`src/rtl/ntr_responder.sv`:
```
// Host-clocked byte responder: synchronizes ntr_clk, detects its rising edges and
// shifts a captured 64-bit payload out LSB first, one byte per host rise.
module ntr_responder #(
  parameter int SYNC_STAGES = 2,
  parameter int NBYTES      = 8
) (
  input  logic        clk,
  input  logic        rst,
  input  logic        ntr_clk,
  input  logic        load,
  input  logic [63:0] word,
  output logic [7:0]  ntr_data_out,
  output logic        ntr_data_oe,
  output logic        busy,
  output logic        done
);

  typedef enum logic [1:0] {
    IDLE   = 2'd0,
    DRIVE  = 2'd1,
    FINISH = 2'd2
  } state_t;

  localparam logic [2:0] LAST_CNT = 3'(NBYTES - 1);

  logic [SYNC_STAGES-1:0] sync_r;
  logic                   hist_r;
  logic                   rise_r;

  state_t      state_r;
  state_t      state_s;
  logic [63:0] shift_r;
  logic [63:0] shift_s;
  logic [2:0]  cnt_r;
  logic [2:0]  cnt_s;
  logic [7:0]  data_s;
  logic        oe_s;
  logic        busy_s;
  logic        done_s;

  // Synchronizer, history flop and registered one-cycle rise pulse; preset high so reset never fakes a rise
  always_ff @(posedge clk) begin
    if (rst) begin
      sync_r <= '1;
      hist_r <= 1'b1;
      rise_r <= 1'b0;
    end else begin
      sync_r <= {sync_r[SYNC_STAGES-2:0], ntr_clk};
      hist_r <= sync_r[SYNC_STAGES-1];
      rise_r <= sync_r[SYNC_STAGES-1] & ~hist_r;
    end
  end

  // Next-state, shift/counter update and next output values
  always_comb begin
    state_s = state_r;
    shift_s = shift_r;
    cnt_s   = cnt_r;
    case (state_r)
      IDLE: begin
        if (load) begin
          shift_s = word;
          cnt_s   = 3'd0;
          state_s = DRIVE;
        end else begin
          state_s = IDLE;
        end
      end
      DRIVE: begin
        if (rise_r) begin
          if (cnt_r == LAST_CNT) begin
            state_s = FINISH;
          end else begin
            shift_s = {8'h00, shift_r[63:8]};
            cnt_s   = cnt_r + 3'd1;
          end
        end else begin
          state_s = DRIVE;
        end
      end
      FINISH: begin
        shift_s = 64'h0;
        cnt_s   = 3'd0;
        state_s = IDLE;
      end
      default: begin
        shift_s = 64'h0;
        cnt_s   = 3'd0;
        state_s = IDLE;
      end
    endcase

    // Outputs follow the state being entered so they line up with it at the edge
    data_s = 8'h00;
    oe_s   = 1'b0;
    busy_s = 1'b0;
    done_s = 1'b0;
    if (state_s == DRIVE) begin
      data_s = shift_s[7:0];
      oe_s   = 1'b1;
      busy_s = 1'b1;
    end else begin
      done_s = (state_s == FINISH);
    end
  end

  // State, datapath and registered outputs
  always_ff @(posedge clk) begin
    if (rst) begin
      state_r      <= IDLE;
      shift_r      <= 64'h0;
      cnt_r        <= 3'd0;
      ntr_data_out <= 8'h00;
      ntr_data_oe  <= 1'b0;
      busy         <= 1'b0;
      done         <= 1'b0;
    end else begin
      state_r      <= state_s;
      shift_r      <= shift_s;
      cnt_r        <= cnt_s;
      ntr_data_out <= data_s;
      ntr_data_oe  <= oe_s;
      busy         <= busy_s;
      done         <= done_s;
    end
  end

endmodule

```
`config.mk`:
```
export PLATFORM = sky130hd
export DESIGN_NAME = ntr_responder
export DESIGN_NICKNAME = d
export VERILOG_FILES = /design/src/rtl/ntr_responder.sv
export SDC_FILE = /design/constraint.sdc
export NUM_CORES = 1
export LEC_CHECK = 0
export ABC_AREA = 1
export BUFFER_PORTS_ARGS = -buffer_cell sky130_fd_sc_hd__buf_2
export CAP_MARGIN = 20
export CORE_MARGIN = 1.5
export CORE_UTILIZATION = 31
export CTS_CLUSTER_SIZE = 20
export DETAILED_ROUTE_END_ITERATION = 6
export HOLD_SLACK_MARGIN = 0.12
export PLACE_DENSITY = 0.52
export SETUP_SLACK_MARGIN = 0.05
export SYNTH_ARGS = -nofsm -noshare
export SYNTH_HDL_FRONTEND = slang
export SYNTH_SLANG_ARGS = --single-unit
```
`constraint.sdc`:
```
create_clock -name clk -period 2.45 [get_ports clk]
set_clock_uncertainty 0.15 [all_clocks]
set_input_delay 0.1225 -clock clk [delete_from_list [all_inputs] [get_ports clk]]
set_output_delay 0.1225 -clock clk [all_outputs]
set_load 0.02 [all_outputs]
```
==> results_dict.tcl, run 1 <==
set metrics [dict create \
    status "completed" \
    dr.pass1.iters 5 \
    grt_overflow 0 \
    cp.arrival_ns 2.05 \
    post_drt_wl_per_cell_um 12.1 \
    rsz0062_at_grt "false" \
    final_layout_size_suffix_gt1_share_pct 14.7 \
    clk-insertion-delay-late_ns 0.34 \
    syn_area_mm2 0.00397 \
    whs_ns 0.185 \
    final_cell_mix "164 x nor2_1, 148 x nand2_1, 82 x dfxtp_1" \
    drt_first_iter_violations 285 \
    setup_viol 0 \
    antenna_found_initial 0 \
    ctsHoldBuffers 74 \
    final_common_cell "nor2_1" \
    rows 41 \
    ir_drop_mv 0.328 \
    fin_crit_sh_pct 79.1 \
    cp-start-kind "flop" \
    htree_levels 3 \
    path_class "flop to flop" \
    final-max-slew-violation-count 0 \
    grt_max_degree 73 \
    routed_via_density 4.56 \
    fp.dieH_um 116 \
    dp.cells 837 \
    tritoncts "done" \
    tightest_slew_ns 0.769 \
    worstHoldStart "load" \
    fin_area_mm2 0.00554 \
    grt_pass1_wl_um 18800 \
    num-fill-cells 1301 \
    postRouteAntennaNets 0 \
    core_mm2 0.0126 \
    dieArea_mm2 0.0135 \
    fin_cells 926 \
    post_cts_buffers 0 \
    start_util_pct 31.6 \
    clk_path_buf_depth 2 \
    endpoint_kind "flop" \
    finalSetupTns_ns 0 \
    clk_pin_slew_ns 0.06 \
    hold_viol_final 0 \
    critPathCapture "shift_r[42]$_SDFFE_PP0P_" \
    clk_root_buffer_cell "clkbuf_16" \
    power.density_mw_per_mm2 641 \
    grt_pass1_vias 4002 \
    max-cap-violations 0 \
    syn_to_final_growth_pct 39.6 \
    diodes 0 \
    hp-class "primary input to flop" \
    crit_cells 8 \
    rrSetupSlack_ns 0.51 \
    final-seq-area_mm2 0.00166 \
    slowest_stage "buf_4" \
    cp_top_family "buffers and inverters" \
    crit_required_ns 2.56 \
    fin_util_pct 44.1 \
    post-dp-hpwl_um 7020 \
    post_dp_cell_area_mm2 0.00445 \
    multi_input_area_mm2 0.00200 \
    cts_sinks 83 \
    r2r-end "shift_r[42]$_SDFFE_PP0P_" \
    synth.distinct_cells 22 \
    routed_wl_um 11200 \
    die_width_um 116 \
    critical_path.cell_chain "ha_1 > ha_1 > clkinv_1 > buf_4 > nand3_1 > nor2_1 > nor2_1 > a21oi_1" \
    yosysSeqAreaShare_pct 41.9 \
    grt_usage_pct 17.7 \
    drc 0 \
    ys_seq_elements 83 \
    nNetsFinal 821 \
    max_stage_delay_ns 0.41 \
    power_leakage_nw 2.32 \
    worstPathMaxFanout 50 \
    max_slew_margin_pct 48.7 \
    critPathBufInv 2 \
    yosysWarnings 0 \
    syn_area_per_cell_um2 6.37 \
    reg2reg_depth 8 \
    cts_inserted_buffers 9 \
    io_pins 79 \
    cts_resized 0 \
    num_vias 4223 \
    gp_congestion 0.777 \
    period_needed_ns 1.94 \
    syn_nets 694 \
    reg2reg_from "cnt_r[0]$_SDFFE_PP0P_" \
    port-buffer-count 78 \
    fmax_mhz 516 \
    syn_inst 623 \
    startpoint "cnt_r[0]$_SDFFE_PP0P_" \
]
## metal layers
| layer | vias to the layer above | wire (µm) | global-route usage (%) |
|---|---|---|---|
| met1 | 1900 | 5090 | 22.1 |
| li1 | 2213 | - | - |
| met5 | - | 0 | 0 |
| met4 | 0 | 172 | 6.50 |
| met2 | 96 | 5500 | 30.5 |
| met3 | 14 | 427 | 3.11 |
## sequential cells by signal, indices dropped and copies added (netlist names)
signal and flops:
shift_r 64, ntr_data_out 8, cnt_r 3, state_r 2
sync_r 2, busy 1, done 1, hist_r 1
rise_r 1
## worst register-to-register path, cell delays in order (launching register included)
cell and delay, ns:
dfxtp_1 0.31, ha_1 0.21, ha_1 0.20, clkinv_1 0.06
buf_4 0.41, nand3_1 0.17, nor2_1 0.13, nor2_1 0.06
a21oi_1 0.15
## cell usage after synthesis, drive strengths merged
library cell	n	share of area [%]
o21ai	10	1.3
nand4	2	0.32
nand3	66	8.3
inv	25	2.4
dfxtp	83	42
nor2	166	16
buf	21	2.9
nand3b	8	1.5
nand2	149	14
a21oi	58	7.3
clkbuf	26	2.5
ha	3	0.95
clkinv	2	0.19
or2	2	0.32
nor3	2	0.25
## power by group
| group | switching [W] | leakage [nW] | internal, W |
|---|---|---|---|
| sequential | 0.0000371 | 0.681 | 0.00143 |
| combinational | 0.000269 | 1.47 | 0.000224 |
| clock | 0.000550 | 0.168 | 0.00105 |
| total | 0.000856 | 2.32 | 0.00270 |
## kinds of logic (layout without fill, tap and decap cells)
| logic type | count (synthesis) | count (layout) | synth area share (%) |
|---|---|---|---|
| simple gates | 395 | 395 | 40.8 |
| fa+ha+maj | 3 | 3 | 0.946 |
| flops | 83 | 83 | 41.9 |
| buf+inv | 74 | 205 | 7.88 |
| compound gates | 68 | 68 | 8.57 |
## worst min path at each step
stage	depth (start not counted)	slack (ns)	to
final	5	0.19	state_r[0]$_SDFF_PP0_
after global routing	1	0.24	rise_r$_SDFF_PP0_
after CTS	5	0.17	state_r[0]$_SDFF_PP0_
after detailed placement	2	0.19	sync_r[0]$_SDFF_PP1_
after global placement	2	0.19	sync_r[0]$_SDFF_PP1_
after floorplan	1	0.08	sync_r[0]$_SDFF_PP1_
## through the flow
stage | setup WS (ns) | power (W)
final | 0.511 | 0.00355
after floorplan | 0.818 | 0.00176
after detailed placement | 0.521 | 0.00190
after CTS | 0.504 | 0.00360
after global routing | 0.288 | 0.00372
after global placement | 0.573 | 0.00189
## layout make-up
cell class	count	area share, %
Multi-Input combinational cell	466	36.1
Sequential cell	83	30.0
Timing Repair Buffer	163	21.9
Clock buffer	11	4.56
Tap cell	172	3.88
Inverter	27	1.83
Clock inverter	4	1.76
(Power assumes the default switching activity.)
==> inputs of run 2 (changes only) <==
Settings changed: ABC_AREA 1 to 0, PLACE_DENSITY 0.52 to 0.53.
Clock period 2.45 ns to 1.84 ns, I/O delays scaled along.
==> run 2 against run 1 <==
  * The run now ends with setup timing left
  * Global-route usage fell by 1.6 points
  * Sequential share of layout area rose by 2.9 points
  * Final cell count fell by 34%
  * Register-to-register slack got worse by 0.55 ns
  * Worst setup slack got worse by 0.55 ns
  * Critical path type unchanged
  * Highest routed layer unchanged
==> results_dict.tcl, run 2 <==
set metrics [dict create \
    ys_seq_elements 83 \
    hold_viol_final 0 \
    grt_usage_pct 16.0 \
    gp_congestion 0.727 \
    synth_ff_type "dfxtp_1" \
    yosysSeqAreaShare_pct 49.8 \
    rows 37 \
    yosys-top-cells-area "dfxtp_1 50%, mux2i_1 5.1%, a221o_1 4.8%, a222oi_1 4.5%, a22oi_1 4.1%" \
    hold_depth 1 \
    grt_overflow 0 \
    drc 0 \
    clk_path_buf_depth 2 \
    status "finished, violations left" \
    post-dp-hpwl_um 5610 \
    whs_ns 0.241 \
    postLayoutSetupSlackWorst_ns -0.0371 \
    syn_inst 315 \
    syn_area_mm2 0.00333 \
    fmax_mhz 533 \
    synth_top_area_share_pct 49.8 \
    syn_to_final_growth_pct 52.1 \
    grt_pass1_vias 2913 \
    dr.pass1.iters 7 \
    worstHoldStart "hist_r$_SDFF_PP1_" \
    power_leakage_nw 2.19 \
    yosysWarnings 0 \
    postRouteAntennaNets 0 \
    drt_first_iter_violations 132 \
    slowest_stage "or3_4" \
    die_width_um 107 \
    synth_edf_count 0 \
    cp-start-kind "flop" \
    cts_inserted_buffers 9 \
    max-cap-violations 0 \
    final_common_cell "dfxtp_1" \
    critical_path.cell_chain "ha_4 > ha_4 > and3b_2 > buf_6 > or3_4 > buf_12 > o21ai_2" \
    syn_nets 386 \
    reg2reg_from "cnt_r[1]$_SDFFE_PP0P_" \
    p_clk_share_pct 35.1 \
    async_reset_ff_share_pct 0 \
    setup_viol 23 \
    fin_crit_sh_pct 102 \
    startpoint "cnt_r[1]$_SDFFE_PP0P_" \
    period_needed_ns 1.88 \
    yosysMostFrequentCell "dfxtp_1" \
    routed_wl_um 8970 \
    clk_pin_slew_ns 0.08 \
    hp-class "flop to flop" \
    synth.distinct_cells 35 \
    p_seq_share_pct 49.8 \
    rsz0062_at_grt "true" \
    start_util_pct 32.1 \
    post_drt_wl_per_cell_um 14.7 \
    fin_util_pct 48.9 \
    clk-insertion-delay-late_ns 0.35 \
    swShare_pct 24.0 \
    cp.arrival_ns 2.01 \
    max_slew_margin_pct 68.8 \
    endpoint_kind "flop" \
    regMostFlops "shift_r" \
    num_vias 2902 \
    antenna_found_initial 0 \
    io_pins 79 \
    violations "setup timing" \
    tightest_slew_ns 0.466 \
    largest_register_ffs 64 \
    path_class "flop to flop" \
    crit_required_ns 1.97 \
    final-max-slew-violation-count 0 \
    grt_max_degree 32 \
    ir_drop_mv 0.384 \
    grt_pass1_wl_um 14300 \
    top_regs "shift_r x64, ntr_data_out x8, cnt_r x3" \
    p_int_w 0.00297 \
    cp_top_family "simple AND/OR/NAND/NOR gates" \
    critPathBufInv 2 \
    p_switching_w 0.000940 \
    crit_cells 7 \
    power.density_mw_per_mm2 772 \
    diodes 0 \
    final_layout_size_suffix_gt1_share_pct 36.8 \
    cts_sinks 83 \
    routed_via_density 4.75 \
    nNetsFinal 541 \
    worstPathMaxFanout 8 \
    max_stage_delay_ns 0.43 \
    htree_levels 3 \
    core_mm2 0.0104 \
    final_cell_mix "79 x dfxtp_1, 78 x buf_2, 67 x dlygate4sd3_1" \
    reg2reg_depth 7 \
    syn_area_per_cell_um2 10.6 \
    power_frac_comb_pct 15.2 \
    port-buffer-count 78 \
    yosysTopAreaCell "dfxtp_1" \
    tritoncts "done" \
    dieArea_mm2 0.0114 \
    fp.dieH_um 107 \
    clk_root_buffer_cell "clkbuf_8" \
    synthTopCellsByCount "83 x dfxtp_1, 29 x nor2_1, 18 x a22oi_1, 18 x nand2b_1" \
    critical_path.most_common_cell "ha_4" \
]
## run 2: worst paths after layout
path | end | slack [ns]
worst max register to register | shift_r[32]$_SDFFE_PP0P_ | -0.04
worst min register to register | rise_r$_SDFF_PP0_ | 0.24
worst max-delay path | shift_r[32]$_SDFFE_PP0P_ | -0.04
worst min-delay path | rise_r$_SDFF_PP0_ | 0.24
## run 2: logic make-up (layout without fill, tap and decap cells)
| kind of cell | Yosys count | count (layout) | synth area share, % |
|---|---|---|---|
| buffers and inverters | 44 | 203 | 7.51 |
| AOI/OAI and AO/OA | 83 | 83 | 21.8 |
| and+or+nand+nor | 85 | 86 | 14.6 |
| muxes | 17 | 17 | 5.11 |
| adders and majority gates | 3 | 3 | 1.13 |
| DFF | 83 | 83 | 49.8 |
## run 2: final cells by class
cell class / instances / area [µm²]
clock buffer: 12 / 165
clock inverter: 4 / 47.5
fill: 985 / 5300
inverter: 16 / 60.1
multi-input combinational: 189 / 1570
sequential: 83 / 1670
tap: 136 / 170
timing repair buffer: 171 / 1390
## run 2: through the flow
stage / std cells / power [W] / setup TNS, ns / worst slack, ns / instance area [µm²]
finish: 611 / 0.00391 / -0.550 / -0.0371 / 5070
global route: 611 / 0.00410 / -3.36 / -0.119 / 5070
CTS: 607 / 0.00391 / -0.521 / -0.0431 / 4940
detailed placement: 520 / 0.00240 / -10.64 / -0.304 / 3950
global placement: 520 / 0.00239 / -8.74 / -0.252 / 3950
floorplan: 315 / 0.00225 / 0 / 0.0563 / 3370
## run 2: repair_timing
item	in CTS	in global routing
cloned	1	2
endpoints found under the hold margin	76	0
gates resized for setup	11	22
pin swaps	41	19
endpoints found under the setup margin	67	67
hold buffers	67	0
buffers inserted	3	2
## run 2: metal layers
| layer | GRT usage (%) | vias up | wire [µm] |
|---|---|---|---|
| li1 | - | 1464 | - |
| met1 | 20.3 | 1343 | 4090 |
| met2 | 27.3 | 89 | 4390 |
| met3 | 4.32 | 6 | 428 |
| met4 | 3.43 | 0 | 65 |
| met5 | 0 | - | 0 |
## run 2: power groups by stage
stage / combinational (W) / sequential, W / clock (W)
after floorplan: 0.000260 / 0.00199 / 0
after global placement: 0.000408 / 0.00199 / 0
after detailed placement: 0.000411 / 0.00199 / 0
after CTS: 0.000554 / 0.00195 / 0.00141
after global routing: 0.000647 / 0.00196 / 0.00149
final: 0.000594 / 0.00195 / 0.00137
